`config.mk`:
```
export PLATFORM = sky130hd
export DESIGN_NAME = blk_mem_gen_1
export DESIGN_NICKNAME = d
export VERILOG_FILES = /design/src/rtl/blk_mem_gen_1_pkg.sv /design/src/rtl/blk_mem_gen_1_array.sv /design/src/rtl/blk_mem_gen_1.sv
export SDC_FILE = /design/constraint.sdc
export NUM_CORES = 1
export LEC_CHECK = 0
export ABC_AREA = 1
export BUFFER_PORTS_ARGS = -buffer_cell sky130_fd_sc_hd__buf_2
export CAP_MARGIN = 20
export CORE_AREA = 2 2 234 190
export CTS_CLUSTER_DIAMETER = 150
export DETAILED_ROUTE_END_ITERATION = 10
export DIE_AREA = 0 0 236 192
export PLACE_DENSITY = 0.47
export SLEW_MARGIN = 20
export SYNTH_ARGS = -nofsm -noshare
export SYNTH_HDL_FRONTEND = slang
export SYNTH_SLANG_ARGS = --single-unit
export TNS_END_PERCENT = 30
```
`constraint.sdc`:
```
create_clock -name clka -period 8.4 [get_ports clka]
set_input_delay 0.42 -clock clka [delete_from_list [all_inputs] [get_ports clka]]
set_output_delay 0.42 -clock clka [all_outputs]
set_load 0.02 [all_outputs]
```
`src/rtl/blk_mem_gen_1_pkg.sv`:
```
// rtl/blk_mem_gen_1_pkg.sv - default geometry and word/address types for blk_mem_gen_1
package blk_mem_gen_1_pkg;

    localparam int DFLT_ADDR_W = 4;
    localparam int DFLT_DATA_W = 16;
    localparam int DFLT_DEPTH  = 1 << DFLT_ADDR_W;

    typedef logic [DFLT_ADDR_W-1:0] addr_t;
    typedef logic [DFLT_DATA_W-1:0] data_t;

endpackage

```
`src/rtl/blk_mem_gen_1_array.sv`:
```
// rtl/blk_mem_gen_1_array.sv - resettable register array, one write port, one registered read port
module blk_mem_gen_1_array
    import blk_mem_gen_1_pkg::*;
#(
    parameter int ADDR_W = DFLT_ADDR_W,
    parameter int DATA_W = DFLT_DATA_W
) (
    input  logic              clk,
    input  logic              rst,
    input  logic              we,
    input  logic [ADDR_W-1:0] waddr,
    input  logic [DATA_W-1:0] wdata,
    input  logic [ADDR_W-1:0] raddr,
    output logic [DATA_W-1:0] rdata
);

    localparam int DEPTH = 1 << ADDR_W;

    logic [DATA_W-1:0] mem [DEPTH];

    always_ff @(posedge clk or posedge rst) begin
        if (rst) begin
            for (int i = 0; i < DEPTH; i++) begin
                mem[i] <= '0;
            end
        end else if (we) begin
            mem[waddr] <= wdata;
        end
    end

    // Samples the pre-write contents, so a same-address write reads first
    always_ff @(posedge clk or posedge rst) begin
        if (rst) begin
            rdata <= '0;
        end else begin
            rdata <= mem[raddr];
        end
    end

endmodule

```
`src/rtl/blk_mem_gen_1.sv`:
```
// rtl/blk_mem_gen_1.sv - simple dual-port RAM top; BLK_MEM_GEN_1_OUT_REG_EN adds an output register
module blk_mem_gen_1
    import blk_mem_gen_1_pkg::*;
#(
    parameter int ADDR_W = DFLT_ADDR_W,
    parameter int DATA_W = DFLT_DATA_W
) (
    input  logic              clka,
    input  logic              rst,
    input  logic              clkb,
    input  logic [ADDR_W-1:0] addra,
    input  logic [DATA_W-1:0] dina,
    input  logic              wea,
    input  logic [ADDR_W-1:0] addrb,
    output logic [DATA_W-1:0] doutb
);

    logic [DATA_W-1:0] rd_data;

    // clkb shares the clka net; everything is clocked by clka
    logic unused_clkb;
    assign unused_clkb = clkb;

    blk_mem_gen_1_array #(
        .ADDR_W(ADDR_W),
        .DATA_W(DATA_W)
    ) u_array (
        .clk  (clka),
        .rst  (rst),
        .we   (wea),
        .waddr(addra),
        .wdata(dina),
        .raddr(addrb),
        .rdata(rd_data)
    );

`ifdef BLK_MEM_GEN_1_OUT_REG_EN
    always_ff @(posedge clka or posedge rst) begin
        if (rst) begin
            doutb <= '0;
        end else begin
            doutb <= rd_data;
        end
    end
`else
    assign doutb = rd_data;
`endif

endmodule

```
* Yosys cells after proc, flatten, opt, wreduce, memory -nomap -nowiden
Cells that the tools add are included.
** Storage, ports and cells
- Flip-flop bits (word level) :: 272
** Operators by class
- Multiplexer cells :: 6
- Bitwise gates (word level) :: 2
- Reduce and logical (&&, ||, !) cells :: 1
- Magnitude comparators :: 3
** Operator list (number)
- $bwmux W256 :: 1
- $bmux W16 S4 :: 1
- $demux W16 S4 :: 1
- $mux W16 :: 3
- $ge A5 B5 Y1 const B :: 2
- $not A4 Y5 :: 2
- $lt A5 B1 Y1 const B :: 1
- $logic_and A1 B1 Y1 :: 1

* Longest topological paths before layout
Gate-level depths: netlist (run 1).
- Word-level depth :: 6
- Mapped depth :: 9
- Mapped depth without buffers :: 7

* Least setup slack after synthesis (run 1)
Ideal clock, no wire load.
- Path type :: input port to flip-flop
- Start :: input port addrb[0]
- End :: register u_array.rdata[10]
- Stages :: 8
- Required time :: 8282 ps
- Buffers on the path :: 3
- Setup slack :: 6967 ps
- Data arrival time :: 1315 ps
- Library setup time :: 118 ps
- Cell sequence :: buf_2 > buf_2 > clkbuf_1 > nand2_1 > nand3_1 > nand3_1 > nand3_1 > nand2_1
** Between the ends
- Word-level cells in the longest chain between the ends :: 4
** Ends and longest elaborated chain
- from (decl) :: RTL line blk_mem_gen_1.sv:14 : input logic [ADDR_W-1:0] addrb,
- $not A4 Y5 (implied by the code) :: RTL line blk_mem_gen_1_array.sv:36 : rdata <= mem[raddr];
- $bmux W16 S4 :: RTL line blk_mem_gen_1_array.sv:36
- $mux W16 (implied by the code) (2 in a row) :: RTL line blk_mem_gen_1_array.sv:36
- to (signal assigned) :: RTL line blk_mem_gen_1_array.sv:36
- to (decl) :: RTL line blk_mem_gen_1_array.sv:14 : output logic [DATA_W-1:0] rdata
No other way between the ends. The select of a mux whose other input is x is not followed.
A chain may end at the register's enable or synchronous reset.

* Worst setup path after layout (run 1)
- Start :: input port addrb[0]
- End :: register u_array.rdata[3]
Same word-level chain as after synthesis.

==> summary.txt, run 1 <==
Logic synthesis
  – Most used flip-flop cell after synthesis: dfrtp_1
  – Area share of the largest cell type after synthesis: 0.536
  – Most common library cells after synthesis: nand2_1, dfrtp_1, o21ai_0
  – Yosys cell types: 13
  – Yosys Warn Count: 0
  – Async set-reset flop share out of synthesis: 1.00
  – Yosys top cell by area: dfrtp_1
  – Register area share after synthesis: 0.536
  – Post-Syn Instances: 1,669
  – Number of synthesized flops with an enable pin: 0
  – Post-Syn Nets: 1,697
  – Post-synth design cell area: 0.0127 mm^2
  – Ranking of synthesized cells by area: dfrtp_1, nand2_1, o21ai_0
  – Most frequent cell after synthesis: nand2_1
  – Syn Area/Cell: 7.61 um^2
  – Seq cells post-synth: 272

Cells and area
  – Area grow syn2layout: 12.4%
  – Filler cell count: 4,537
  – Multi-input logic area: 0.00454 mm^2
  – Post-layout net count: 1,675
  – Layout Cells excl Fill: 2,234
  – Post-route cell area: 0.0143 mm^2
  – Layout cells sized above 1: 0.0695
  – Register area: 0.00681 mm^2
  – Final Core Density: 0.334

CTS
  – CTS tree: done
  – Total CTS buffers: 29
  – Root buffer cell: clkbuf_16
  – Clk_lat worst skew: 0.57 ns
  – Hold_buf cts: 0
  – H-tree depth: 1
  – # Post-CTS Setup Buffers: 0
  – Clk slew on worst S/H paths: 0.06 ns
  – Clock sinks: 272
  – Clock tree buffer depth: 3
  – Post-cts repair resize count: 0

Critical path
  – Worst Path Max Fanout: 72
  – Worst EP required: 8.87 ns
  – CP Capture Type: flip-flop
  – Crit Path Category: in -> reg
  – Arr. time, crit path: 3.13 ns
  – Crit start category: input port

GRT
  – Number of global-route vias before repair: 9,612
  – Met3 Usage GRT: 0.0364
  – First-pass GRT wire length: 60.3 mm
  – Grt ovf: 0
  – Largest net degree at the start of global routing: 177
  – Routing usage on met2: 0.262
  – Initial antenna violation count: 9
  – Met1 Use GR: 0.260
  – GRT Total Usage: 0.175
  – GR peak layer: met2

Pwr
  – Maximum VDD drop: 179 uV
  – Power Total: 3.56 mW
  – Pwr Density: 249 mW/mm^2
  – Leakage: 7.11 nW

Timing
  – Fin Hold WS: -0.0236 ns
  – Worst-margin pin slew: 1.04 ns
  – Final setup fails: 0
  – Final Hold Fails: 14
  – RSZ-0062 raised after global routing: false
  – Slew headroom: 0.308
  – Worst Skew: 0.00717 ns
  – Period utilisation layout: 0.317
  – FMAX: 376 MHz
  – Max-slew violation total from the final report: 0
  – Setup TNS Final: 0 ns
  – Min cycle time layout: 2.66 ns

Die
  – Initial Utilization: 0.297
  – IO Pins: 44
  – Core area: 0.0428 mm^2
  – Cell Rows: 68
  – Die footprint: 0.0453 mm^2
  – Die width: 236 um
  – Chip height: 192 um

Placed design
  – Gpl congestion: 0.754
  – DP Cell Count: 2,176
  – Placed Area: 0.0134 mm^2
  – Port Buffers: 42
  – DP HPWL: 21.7 mm

Routing
  – DR vias: 10,300
  – Routed Antenna Nets: 0
  – First-pass iteration count of the detailed router: 5
  – DR WL/cell: 17.4 um
  – Via/cell ratio: 4.62
  – DRT Wirelength: 38.9 mm
  – DRT iter0 DRCs: 873
  – Drt drc: 0

Outcome
  – Failing checks: hold timing
  – Status: finished with violations

Worst hold path
  – Hold crit path type: in -> async

Job
  – Max Cap Viol: 0
per-stage QoR:
step	worst slack (ns)	hold slack [ns]
finish	5.74	-0.0236
global route	5.54	0.0365
CTS	5.74	0.00717
detailed placement	5.16	0.472
global placement	5.15	0.466
floorplan	0.485	0.453
worst paths after layout:
kind | start | end | slack, ns | cells past startpoint
worst max register to register | u_array.mem[207]$_DFFE_PP0P_ | u_array.rdata[15]$_DFF_PP0_ | 7.25 | 6
min in group clka | dina[4] | u_array.mem[212]$_DFFE_PP0P_ | 0.12 | 3
worst min-delay path | rst | u_array.mem[119]$_DFFE_PP0P_ | -0.02 | 2
max in group asynchronous | rst | u_array.mem[107]$_DFFE_PP0P_ | 6.91 | 3
worst max-delay path | addrb[0] | u_array.rdata[3]$_DFF_PP0_ | 5.74 | 8
worst min register to register | u_array.mem[108]$_DFFE_PP0P_ | u_array.mem[108]$_DFFE_PP0P_ | 0.48 | 2
cell families after synthesis:
| logic type | synth area share |
|---|---|
| buf+inv | 0.109 |
| compound gates | 0.113 |
| flops | 0.536 |
| simple gates | 0.242 |
critical path, stage by stage:
cell      delay, ns
buf_4          0.62
clkinv_2       0.76
buf_4          0.60
nand2_1        0.16
nand3_1        0.08
nand3_1        0.12
nand3_1        0.11
nand2_1        0.19
report_power, final:
part	internal, mW	switching (mW)	total [mW]	leakage (nW)
combinational	0.214	0.381	0.596	3.26
sequential	1.58	0.117	1.70	3.40
clock	0.721	0.544	1.27	0.453
placed cells by master (no fill, tap or decap), types with 20 or more instances in the layout:
cell / Yosys / final
nand2_1: 542 / 540
dfrtp_1: 272 / 272
o21ai_0: 249 / 249
inv_1: 244 / 242
nand3_1: 196 / 196
buf_2: 26 / 41
o21ai_1: 37 / 37
clkbuf_16: 0 / 29
buf_4: 0 / 20
registers in the layout, summed over array words and instances, names as in the netlist:
name           cells
u_array.mem      256
u_array.rdata     16
routing by layer:
layer  routed length (um)  vias to the layer above
li1                     -                     5146
met1                19300                     4856
met2                16000                      265
met3                 2830                       49
met4                  761                        4
met5                   21                        -
final cells by class:
type	count	area share
Antenna cell	6	0.00105
Sequential cell	272	0.477
Multi-Input combinational cell	1035	0.318
Tap cell	560	0.0491
Timing Repair Buffer	62	0.0263
Inverter	247	0.0655
Clock buffer	41	0.0561
Clock inverter	11	0.00762
Power figures use the tool's default switching activity.
==> inputs of run 2 (changes only) <==
- PLACE_DENSITY: 0.47 -> 0.45
- clock period: 8.4 -> 2.5 ns (I/O delays scaled with it)
==> run 2 against run 1 <==
  * The flow now finishes without violations
  * Total power grew to 3.4 times the previous value
  * Non-clock buffer count up 41
  * Via count rose by 2.0%
  * Final area rose by 3.3%
  * First-iteration DRC count is 9.6% lower
  * Utilization rose by 1.1 points
  * Clock skew rose by 0.0039 ns
  * Worst setup slack got worse by 4.5 ns
  * Critical path type is now reg -> out
  * Critical endpoint is now doutb[9]
==> summary.txt, run 2 (same netlist as run 1, synthesis figures left out) <==
GRT
  – Initial antenna violation count: 4 (-5)
  – Largest net degree at the start of global routing: 103 (-42%)
  – Met1 Use GR: 0.281 (+0.0211)
  – GR peak layer: met1
  – GRT Total Usage: 0.181 (+0.00611)
  – Met3 Usage GRT: 0.0280 (-0.00834)
  – Grt ovf: 0 (unchanged)
  – Number of global-route vias before repair: 9,890 (+2.9%)
  – Routing usage on met2: 0.262 (unchanged)
  – First-pass GRT wire length: 62.3 mm (+3.3%)

Critical path
  – FF-to-FF path depth: 6 (unchanged)
  – Worst Path Max Fanout: 1 (-99%)
  – CP Capture Type: output port
  – Reg2reg start: u_array.mem[156]$_DFFE_PP0P_
  – Crit path buffers/inverters: 1 (-2)
  – Crit start category: flip-flop
  – Critical path depth: 1 (-7)
  – Arr. time, crit path: 1.13 ns (-2.00 ns)
  – Crit path max-delay cell type: dfrtp_1
  – Crit-path cells: buf_2
  – Critical Path Max Stage Delay: 0.40 ns (-0.36 ns)
  – Family with the most delay on the worst path: flip-flops
  – CP startpoint: u_array.rdata[9]$_DFF_PP0_
  – Worst EP required: 2.38 ns (-6.49 ns)
  – Crit Path Category: reg -> out

CTS
  – Total CTS buffers: 30 (+3.4%)
  – CTS tree: done
  – H-tree depth: 1 (unchanged)
  – Clk slew on worst S/H paths: 0.06 ns (about the same)
  – Post-cts repair resize count: 0 (unchanged)
  – Clock tree buffer depth: 3 (unchanged)
  – Clk_lat worst skew: 0.57 ns (about the same)
  – Root buffer cell: clkbuf_16
  – Clock sinks: 272 (unchanged)

Routing
  – DR vias: 10,500 (+2.0%)
  – DRT Wirelength: 39.9 mm (+2.4%)
  – First-pass iteration count of the detailed router: 5 (unchanged)
  – Via/cell ratio: 4.63 (+0.32%)
  – Drt drc: 0 (unchanged)
  – Routed Antenna Nets: 0 (unchanged)
  – DRT iter0 DRCs: 789 (-9.6%)
  – DR WL/cell: 17.6 um (+0.73%)

Job
  – Max Cap Viol: 0 (unchanged)

Worst hold path
  – Hold Crit Start: addra[2]
  – Hold Path Depth: 4
  – Hold crit path type: in -> reg

Cells and area
  – Register area: 0.00681 mm^2 (unchanged)
  – Max FFs per register: 256 (unchanged)
  – Commonest non-fill, non-tap cell in the layout: nand2_1
  – Commonest non-fill, non-tap cells in the layout: nand2_1, dfrtp_1, o21ai_0, inv_1, nand3_1
  – Reg with most FFs: u_array.mem
  – Multi-input logic area: 0.00453 mm^2 (-0.11%)
  – Post-layout net count: 1,717 (+2.5%)
  – Area grow syn2layout: 16.1%
  – Layout cells sized above 1: 0.0802 (+0.0106)
  – Filler cell count: 4,596 (+1.3%)
  – Top flop regs: u_array.mem: 256 flops, u_array.rdata: 16 flops

Die
  – Die footprint: 0.0453 mm^2 (unchanged)
  – Chip height: 192 um (unchanged)
  – Cell Rows: 68 (unchanged)
  – Core area: 0.0428 mm^2 (unchanged)
  – Initial Utilization: 0.297 (unchanged)
  – Die width: 236 um (unchanged)
  – IO Pins: 44 (unchanged)

Placed design
  – Port Buffers: 42 (unchanged)
  – DP HPWL: 24.4 mm (+12%)
  – Gpl congestion: 0.776 (+3.0%)

Timing
  – RSZ-0062 raised after global routing: false
  – Period utilisation layout: 0.502
  – Setup TNS Final: 0 ns (unchanged)
  – Min cycle time layout: 1.25 ns
  – Slew headroom: 0.383 (+0.0753)
  – Final setup fails: 0 (unchanged)
  – Max-slew violation total from the final report: 0 (unchanged)
  – Final Hold Fails: 0 (-14)
  – Worst Skew: 0.0111 ns (+0.00392 ns)
  – Worst-margin pin slew: 0.924 ns (-0.114 ns)
  – FMAX: 797 MHz

Pwr
  – Leakage: 7.34 nW (+3.2%)
  – Maximum VDD drop: 521 uV (+190%)
  – Pwr Density: 817 mW/mm^2 (+230%)
  – Power Total: 12.0 mW (+240%)

Outcome
  – Status: finished, final reports clean
[run 2: cell count changes in the layout (fill, tap and decap cells not counted), moves of 2 or more]
cell           before  now
dlygate4sd3_1       0   17
bufinv_16           2    0
nand2_1           540  542
nand2_2             2    0
clkinv_2            9    7
buf_4              20   34
buf_12              1   11
clkbuf_8            3    6
diode_2             6    2
clkbuf_16          29   31
[run 2: repair_timing]
action,4_1_cts,5_1_grt
hold buffers,17,0
setup buffers,0,0
endpoints found under the setup margin,0,0
hold endpoints to repair,234,0
[run 2: path summary, 6_finish.rpt]
path                            slack (ns)                            to
worst min-delay path                  0.05  u_array.mem[220]$_DFFE_PP0P_
worst min register to register        0.48  u_array.mem[250]$_DFFE_PP0P_
min in group asynchronous             0.12   u_array.mem[40]$_DFFE_PP0P_
worst max register to register        1.40   u_array.rdata[12]$_DFF_PP0_
worst max-delay path                  1.25                      doutb[9]
max in group asynchronous             1.40   u_array.rdata[14]$_DFF_PP0_
[run 2: routing by layer]
metal	routed length [um]	vias up	share of wire
li1	-	5237	-
met5	9	-	0.00023
met2	16000	224	0.40
met3	2060	44	0.052
met1	21000	5018	0.53
met4	744	2	0.019
[run 2: where the power goes]
group	leakage (nW)	internal (mW)	switching (mW)
logic	3.48	0.774	1.32
registers	3.40	5.32	0.392
clock network	0.459	2.43	1.81
total	7.34	8.52	3.53
[run 2: cell type report]
| type | count | share of cell area |
|---|---|---|
| Antenna cell | 2 | 0.000339 |
| Tap cell | 560 | 0.0475 |
| Multi-Input combinational cell | 1035 | 0.307 |
| Sequential cell | 272 | 0.461 |
| Inverter | 247 | 0.0632 |
| Clock inverter | 6 | 0.00204 |
| Clock buffer | 46 | 0.0605 |
| Timing Repair Buffer | 103 | 0.0577 |
[run 2: per-stage QoR]
stage	util	worst slack, ns	hold WS, ns	instance area (um^2)	instances
floorplan	-	-1.22	0.246	12700	1669
global placement	0.319	0.818	0.137	13700	2200
detailed placement	0.319	0.770	0.145	13700	2200
CTS	0.345	1.20	0.0162	14700	2269
global route	0.345	1.19	0.0546	14700	2269
finish	0.345	1.25	0.0549	14700	2271
